<file path="src/rtl/dsp_pkg.sv">
// dsp_pkg: shared widths and CIC geometry for the 4X decimator
package dsp_pkg;
  localparam int DW = 18;
  localparam int GW = 4;
  localparam int IW = DW + GW;
  localparam int CIC_R = 4;
  localparam int CIC_N = 2;
endpackage

</file>
<file path="src/rtl/cic_stage.sv">
// cic_stage: one modular integrator and one comb with independent enables
module cic_stage
  import dsp_pkg::*;
(
  input  logic                 clock,
  input  logic                 reset,
  input  logic                 en_int,
  input  logic                 en_comb,
  input  logic signed [IW-1:0] int_in,
  input  logic signed [IW-1:0] comb_in,
  output logic signed [IW-1:0] int_out,
  output logic signed [IW-1:0] comb_out
);
  logic signed [IW-1:0] comb_d;
  always_ff @(posedge clock) begin
    if (reset) begin
      int_out  <= '0;
      comb_out <= '0;
      comb_d   <= '0;
    end else begin
      if (en_int) int_out <= int_out + int_in;
      if (en_comb) begin
        comb_out <= comb_in - comb_d;
        comb_d   <= comb_in;
      end
    end
  end
endmodule

</file>
<file path="src/rtl/decim4x.sv">
// decim4x: 2nd-order CIC decimate-by-4 with clock-enable phase monitor
module decim4x
  import dsp_pkg::*;
(
  input  logic                 clock,
  input  logic                 reset,
  input  logic                 clken4x,
  input  logic                 clkenout,
  input  logic signed [DW-1:0] xkin,
  output logic signed [DW-1:0] ykout,
  output logic                 phaseerr
);
  logic signed [DW-1:0] xr;
  logic signed [IW-1:0] i1, i2, c1, c2;
  logic [1:0] ph;
  logic armed, bad;
  cic_stage s1 (
    .clock(clock), .reset(reset), .en_int(clken4x), .en_comb(clkenout),
    .int_in({{GW{xr[DW-1]}}, xr}), .comb_in(i2), .int_out(i1), .comb_out(c1)
  );
  cic_stage s2 (
    .clock(clock), .reset(reset), .en_int(clken4x), .en_comb(clkenout),
    .int_in(i1), .comb_in(c1), .int_out(i2), .comb_out(c2)
  );
  always_comb bad = clkenout && (!clken4x || (armed && ph != 2'd3));
  always_ff @(posedge clock) begin
    if (reset) begin
      xr       <= '0;
      ykout    <= '0;
      ph       <= '0;
      armed    <= 1'b0;
      phaseerr <= 1'b0;
    end else begin
      if (clken4x) xr <= xkin;
      ph <= clkenout ? 2'd0 : ph + {1'b0, clken4x};
      if (clkenout) begin
        armed <= 1'b1;
        ykout <= c2[IW-1:GW];
      end
      if (bad) phaseerr <= 1'b1;
    end
  end
endmodule

</file>
<file path="config.mk">
export PLATFORM = sky130hd
export DESIGN_NAME = decim4x
export DESIGN_NICKNAME = d
export VERILOG_FILES = /design/src/rtl/dsp_pkg.sv /design/src/rtl/cic_stage.sv /design/src/rtl/decim4x.sv
export SDC_FILE = /design/constraint.sdc
export NUM_CORES = 1
export LEC_CHECK = 0
export ABC_AREA = 1
export CORE_ASPECT_RATIO = 2
export CORE_UTILIZATION = 50
export CTS_CLUSTER_DIAMETER = 50
export CTS_CLUSTER_SIZE = 28
export DETAILED_ROUTE_END_ITERATION = 8
export PLACE_DENSITY_LB_ADDON = 0.1
export SLEW_MARGIN = 15
export SYNTH_ARGS = -nofsm -noshare
export SYNTH_HDL_FRONTEND = slang
export SYNTH_SLANG_ARGS = --single-unit
export TNS_END_PERCENT = 1
</file>
<file path="constraint.sdc">
create_clock -name clock -period 2.65 [get_ports clock]
set_clock_uncertainty 0.15 [all_clocks]
set_input_delay 0.6625 -clock clock [delete_from_list [all_inputs] [get_ports clock]]
set_output_delay 0.6625 -clock clock [all_outputs]
set_load 0.005 [all_outputs]
</file>
==> results by stage <==
Outcome:
- The flow ran to the end, and the final reports show no timing, DRC or antenna violations.

Hold path:
- The startpoint identified for the worst hold timing path is ykout[1].
- The worst min-delay path class is flip-flop to flip-flop.

Timing:
- Setup repair after global routing left no endpoint under its margin.
- In the finished design, the share of the clock period the worst path needs comes to 0.877.
- Headroom to the max-slew limit came out at 0.540.
- On the final layout, the worst hold slack is 0.309 ns.
- The achievable frequency is between 400 and 500 MHz.
- The time the final worst path needs with I/O delays and setup is 2.32 ns.
- Summed over all failing endpoints, the final setup total negative slack is 0 ns.
- The count of final setup violators is 0.
- The max-slew violation count is 0.
- The transition time of the tightest slew-check pin is about 0.7 ns.
- The final hold violation count was 0.

Detailed routing:
- The total number of vias is 10900.
- The average routed wire per standard cell is 15.6 um.
- The first detailed-routing pass ran for 5 iterations.
- After the first detailed-routing iteration, the DRC count stood at 458.
- After detailed routing, the number of vias per cell comes to 5.25.
- The number of nets with antenna violations after routing is 0.
- After detailed routing, the number of remaining DRC violations is 0.
- For this block, the routed nets add up to 32200 um of wire.

Place:
- In this run, placement finished with an instance count of 2038.
- The congestion estimate from routability-driven global placement came to 0.959.
- Buffers placed on the I/O ports in this run total 40.
- Summed over all nets, the half-perimeter wirelength after detailed placement is 25100 um.

Flow run:
- Across the run, the number of max-cap violations was 0.

Critical path:
- The start point of the critical path is s1.int_out[0].
- The worst setup path is launched from a flip-flop.
- At the worst endpoint, the arrival time is approximately 2.5 ns.
- The startpoint identified for the worst register-to-register timing path is s1.int_out[0].
- By startpoint and endpoint, the worst setup path is classified as flip-flop to flip-flop.
- The worst setup path is captured at a flip-flop.
- For the worst setup path, the data required time is about 2.9 ns.
- Of all nets on the critical path, the largest fanout is 3.

Clocking:
- Counting every sink on the clock net gives 168.
- Once the clock tree was built, the resizer swapped 0 gates to a different size.
- The clock passes through at most 2 buffers.
- The cell sitting at the root of the clock tree is a sky130_fd_sc_hd__clkbuf_16.
- The clock transition at the registers of the reported paths is approximately 0.060 ns.
- The number of setup buffers added after CTS is 0.
- The insertion delay of the later-clocked pin in the worst-skew pair is 0.46 ns.
- The H-tree was split into 4 levels.
- In this run, CTS created clock tree buffers numbering 17.
- After clock tree synthesis, the flow added hold-fix buffers numbering 0.
- TritonCTS built the clock tree.

GRT:
- The all-layer global routing usage is 0.298.
- The wire length of the first global-routing pass is 51200 um.
- Summed over all layers, the global routing overflow is 0.
- The initial antenna violation count is 0.
- The via count of the first global-routing pass was 11000.
- The largest net degree at the start of global routing is 67.

Die:
- The standard cell core area is roughly 0.022 mm^2.
- 41 I/O pins were placed.
- The effective utilization at floorplan is 0.512.
- The height of the chip is 213 um.
- In this run the core area contains 76 standard-cell rows.
- In this run the horizontal extent of the chip is 107 um.
- The die covers ~0.023 mm^2.

Cells and area:
- The register cell area after layout is 0.00336 mm^2.
- The net count of the finished layout is 1893.
- Of the cells placed in the final design, the portion with a size suffix greater than 1 is 0.0484.
- The area of the multi-input gates is 0.00632 mm^2.
- The antenna cell count is 0.
- Relative to the synthesized area, the layout overhead comes to 11.4%.
- The total of fill cells in the finished design is between 2000 and 2500.
- The end-of-flow core utilization is 0.570.
- The non-filler instance count after layout is 2070.

Power and ir drop:
- The total leakage power is about 6.3 nW.
- Total power for the finished layout comes to 8.45 mW.
- The peak supply drop is 0.478 mV.
- The power per unit of standard cell area is 683 mW/mm^2.

Logic synthesis:
- The sequential cell area fraction in the yosys report is 0.303.
- The netlist uses 42 different library cells.
- Summing every instance area after synthesis gives 0.0111 mm^2.
- The number of flops mapped to enable cells by yosys is 0.
- The async set-reset flop share out of synthesis is 0.
- The number of warnings reported in the yosys synthesis log is 0.
- The register bit total from synthesis is 168.
- The post-synthesis average cell area is 6.33 um^2.
- Synthesis produced a netlist whose cell count is approximately 1800.
- The net count of the mapped netlist is 1863.
- The most used flip-flop cell after synthesis is sky130_fd_sc_hd__dfxtp_1.
## layout by cell type, fill, tap and decap left out, types with 6 or more instances in the layout
master	Yosys	layout
sky130_fd_sc_hd__ha_1	84	84
sky130_fd_sc_hd__dfxtp_1	168	168
sky130_fd_sc_hd__nand2_2	10	10
sky130_fd_sc_hd__or2_1	6	6
sky130_fd_sc_hd__o21ai_1	8	8
sky130_fd_sc_hd__or2_2	6	6
sky130_fd_sc_hd__nand3_1	95	95
sky130_fd_sc_hd__o22ai_1	39	39
sky130_fd_sc_hd__nand3b_1	6	6
sky130_fd_sc_hd__inv_1	320	319
sky130_fd_sc_hd__nand4_1	21	21
sky130_fd_sc_hd__clkbuf_8	1	7
sky130_fd_sc_hd__xnor2_1	10	10
sky130_fd_sc_hd__o21ai_0	107	107
sky130_fd_sc_hd__o21bai_1	10	10
sky130_fd_sc_hd__nor2_1	196	196
sky130_fd_sc_hd__a21oi_1	114	114
sky130_fd_sc_hd__nand2_1	445	445
sky130_fd_sc_hd__xor2_1	18	18
sky130_fd_sc_hd__buf_4	1	10
sky130_fd_sc_hd__clkdlybuf4s50_1	0	38
sky130_fd_sc_hd__clkbuf_16	0	17
sky130_fd_sc_hd__nor3_1	6	6
sky130_fd_sc_hd__nor2_2	9	9
## flip-flops by register name, summed over array words and instances, names as in the netlist
register,flops
ph,2
phaseerr,1
s1.comb_d,22
ykout,18
s2.comb_out,18
s2.comb_d,22
armed,1
s1.comb_out,22
xr,18
s1.int_out,22
s2.int_out,22
## worst max-delay path, stage by stage (launching register included)
cell and delay (ns):
sky130_fd_sc_hd__dfxtp_1 0.35, sky130_fd_sc_hd__ha_1 0.18, sky130_fd_sc_hd__inv_1 0.06, sky130_fd_sc_hd__fa_1 0.41, sky130_fd_sc_hd__nor2_1 0.24, sky130_fd_sc_hd__nand3_1 0.11, sky130_fd_sc_hd__nand3_1 0.32, sky130_fd_sc_hd__nand2_1 0.12
sky130_fd_sc_hd__nand3_1 0.09, sky130_fd_sc_hd__nand3_1 0.08, sky130_fd_sc_hd__nand2_1 0.09, sky130_fd_sc_hd__inv_1 0.03
## Yosys cell counts, types with 6 or more instances
cell,number,share of area
sky130_fd_sc_hd__nand3b_1,6,0.0041
sky130_fd_sc_hd__nor3_1,6,0.0027
sky130_fd_sc_hd__buf_2,13,0.0059
sky130_fd_sc_hd__o22ai_1,39,0.022
sky130_fd_sc_hd__clkbuf_1,24,0.0081
sky130_fd_sc_hd__o21bai_1,10,0.0068
sky130_fd_sc_hd__nand2_1,445,0.15
sky130_fd_sc_hd__inv_1,320,0.11
sky130_fd_sc_hd__or2_1,6,0.0034
sky130_fd_sc_hd__xnor2_1,10,0.0079
sky130_fd_sc_hd__or2_2,6,0.0034
sky130_fd_sc_hd__o21ai_0,107,0.048
sky130_fd_sc_hd__nand4_1,21,0.012
sky130_fd_sc_hd__nand2_2,10,0.0056
sky130_fd_sc_hd__a21oi_1,114,0.051
sky130_fd_sc_hd__nand3_1,95,0.043
sky130_fd_sc_hd__ha_1,84,0.095
sky130_fd_sc_hd__nor2_2,9,0.0051
sky130_fd_sc_hd__o21ai_1,8,0.0036
sky130_fd_sc_hd__xor2_1,18,0.014
sky130_fd_sc_hd__dfxtp_1,168,0.30
sky130_fd_sc_hd__nor2_1,196,0.066
## per-stage QoR
step,setup WS [ns],instance area (um^2)
after floorplan,0.729,11100
after global placement,0.320,11800
after detailed placement,0.289,11800
after CTS,0.357,12400
after global routing,0.168,12400
final,0.325,12400
## power by group
| part | switching, mW | internal [mW] | total (mW) |
|---|---|---|---|
| Sequential | 0.152 | 2.79 | 2.94 |
| Clock | 1.05 | 1.38 | 2.43 |
| Combinational | 2.02 | 1.06 | 3.08 |
| Total | 3.22 | 5.23 | 8.45 |
## cell families after synthesis
kind of cell	Yosys count	synth area share
AOI/OAI and AO/OA	288	0.140
adders and majority gates	87	0.100
and+or+nand+nor	817	0.308
xor gates and xnor gates	28	0.0221
buffers and inverters	366	0.128
DFF	168	0.303
## final timing paths
check,to,slack (ns),cells after the start
setup / recovery,s2.int_out[18],0.33,11
hold / removal,ykout[1],0.31,2
setup reg to reg,s2.int_out[18],0.33,11
hold reg to reg,ykout[1],0.31,2
## metal layers
layer  routed length, um  track usage  vias to the layer above
met1               10200        0.233                     4834
met3                1030       0.0516                      144
met5                   0            0                        -
met2               18100        0.605                      284
li1                    -            -                     5597
met4                2820        0.254                        0
## area by class of cell
| type | count | share of cell area |
|---|---|---|
| multi-input combinational | 1220 | 0.511 |
| inverter | 323 | 0.0980 |
| tap | 273 | 0.0276 |
| clock inverter | 8 | 0.00496 |
| timing repair buffer | 54 | 0.0441 |
| sequential | 168 | 0.272 |
| clock buffer | 24 | 0.0422 |
(Power assumes the default switching activity.)
==> variant, RTL diff (same flow settings) <==
The package constant `GW` goes from 4 to 8.
--- a/src/rtl/dsp_pkg.sv
+++ b/src/rtl/dsp_pkg.sv
@@ -2,5 +2,5 @@
 package dsp_pkg;
   localparam int DW = 18;
-  localparam int GW = 4;
+  localparam int GW = 8;
   localparam int IW = DW + GW;
   localparam int CIC_R = 4;
Formal check against the unedited RTL: not equivalent (a bounded check fails within 10 cycles, from zero or initial values and one cycle with reset high).
==> variant against the unedited design <==
Via count grew 25%; worst hold slack lost 5.9 ps; routed wire length grew 41%; area after synthesis grew 22%; power grew 21%; sequential share of layout area shrank 2.1 points; sequential cell count grew 20; count of clock-buffer cells in the layout shrank 5; critical path depth grew 2; core utilization shrank 0.50 points; sequential power grew 13%; final area grew 21%; setup slack lost 74 ps; highest routed layer unchanged.
==> variant: results (changes against the unedited design) <==
Status: finished, final reports clean (unchanged). The initial antenna violation count came out at 0 (unchanged). The final weighted congestion in routability-driven placement came to 1.020 (was 0.9591).

The first-iteration detailed-routing DRC count came out at 626 (was 458). Leading post-synthesis cells by cell area: dfxtp_1 (28%), nand2_1 (16%), inv_1 (12%), ha_1 (9.2%), nor2_1 (6.4%) (was dfxtp_1 (30%), nand2_1 (15%), inv_1 (11%), ha_1 (9.5%), nor2_1 (6.6%)). The minimum clock period after layout was 2399 ps (was 2325 ps).

The worst-path cell with the longest stage delay is fa_1 (unchanged). The number of standard cells in the layout, taps in and fillers out came out at 2,591 (was 2,070). The max-slew headroom at the worst pin is 48.86% (was 54.04%). The overall global routing resource usage is 33.43% (was 29.85%). The clock latency on the worst-skew pair is 460 ps (about the same). Top cells by count, synth: nand2_1 (595), inv_1 (419), nor2_1 (231), dfxtp_1 (188), nand3_1 (130) (was nand2_1 (445), inv_1 (320), nor2_1 (196), dfxtp_1 (168), a21oi_1 (114)). The sequential fraction of the synthesis area is 27.79% (was 30.29%).

The leakage component of the power came out at 7.971 nW (was 6.333 nW). The number of cell instances on the worst register-to-register path is 13 (was 11). The reg2reg setup slack is 250 ps (was 330 ps). The largest fanout on the critical path came out at 5 (was 3). The number of vias per cell after detailed routing came out at 5.252 (was 5.246). The count of cell types in the netlist came out at 41 (was 42). The internal power contribution is 5.919 mW (was 5.231 mW).

The global-route wire length before repair came out at 69,750 µm (was 51,250 µm). The average footprint of a synthesized cell came to 6.151 µm² (was 6.330 µm²). The cell total after placement was 2,561 (was 2,038). The final wirelength came out at 45,520 µm (was 32,190 µm). The met1 track utilization from global routing came out at 24.89% (was 23.29%). The fraction of final layout cells sized beyond drive strength 1 came out at 6.987% (was 4.841%).

The met2 layer usage reported by global route came out at 67.11% (was 60.49%). The final HPWL from detailed placement came out at 36,730 µm (was 25,130 µm). The post-detailed-placement cell area came out at 14,410 µm² (was 11,790 µm²). The setup slack at placement came out at 295.7 ps (was 288.5 ps). The synthesized net count was 2,327 (was 1,863).

The maximum ir drop on the vdd rail is 0.3966 mV (was 0.4777 mV). The endpoint arrival time on the critical path came to 2620 ps (was 2530 ps). The count of nets after finishing came out at 2,361 (was 1,893).
==> variant: changes by cell type after synthesis, sizes merged, moves of 15 or more <==
cell / before / now
o21ai: 115 / 100
nand4: 21 / 36
nand2: 455 / 615
inv: 323 / 447
ha: 84 / 100
nand3: 98 / 136
dfxtp: 168 / 188
nor2: 205 / 254
==> variant: per-layer routing <==
| metal | up-vias | wire, µm |
|---|---|---|
| met2 | 323 | 25140 |
| met3 | 191 | 1268 |
| met5 | - | 0 |
| met1 | 6127 | 13850 |
| li1 | 6968 | - |
| met4 | 0 | 5272 |
==> variant: worst min path at each step <==
stage                           to  cells past startpoint       startpoint  slack, ps
final                     phaseerr                      2         phaseerr        300
after global placement    phaseerr                      2         phaseerr        290
after global routing      ykout[3]                      2  s2.comb_out[11]        330
after CTS                 phaseerr                      2         phaseerr        310
after detailed placement  ykout[3]                      2         ykout[3]        290
after floorplan           ykout[3]                      2  s2.comb_out[11]        270
==> variant: cell families (layout without fill, tap and decap cells) <==
logic type / Yosys count / count (layout) / share of synthesized area (%)
AO/OA/AOI/OAI: 312 / 312 / 12.96
buffers and inverters: 496 / 541 / 13.93
adder cells (fa/ha/maj): 103 / 103 / 9.681
flip-flops: 188 / 188 / 27.79
AND/OR/NAND/NOR: 1071 / 1071 / 33.57
XOR/XNOR: 32 / 32 / 2.069
==> variant: power groups by stage <==
stage	clock network (mW)	registers, mW	logic (mW)
detailed placement	0	3.38	4.25
global placement	0	3.37	4.22
finish	2.54	3.32	4.35
CTS	2.58	3.31	4.28
floorplan	0	3.32	2.93
global route	2.69	3.35	4.81
==> variant: area by class of cell <==
class	count	area, µm²
Sequential cell	188	3764
Clock buffer	19	452.9
Fill cell	2821	11510
Tap cell	344	430.4
Timing Repair Buffer	64	645.6
Clock inverter	11	110.1
Multi-Input combinational cell	1518	7896
Inverter	447	1678
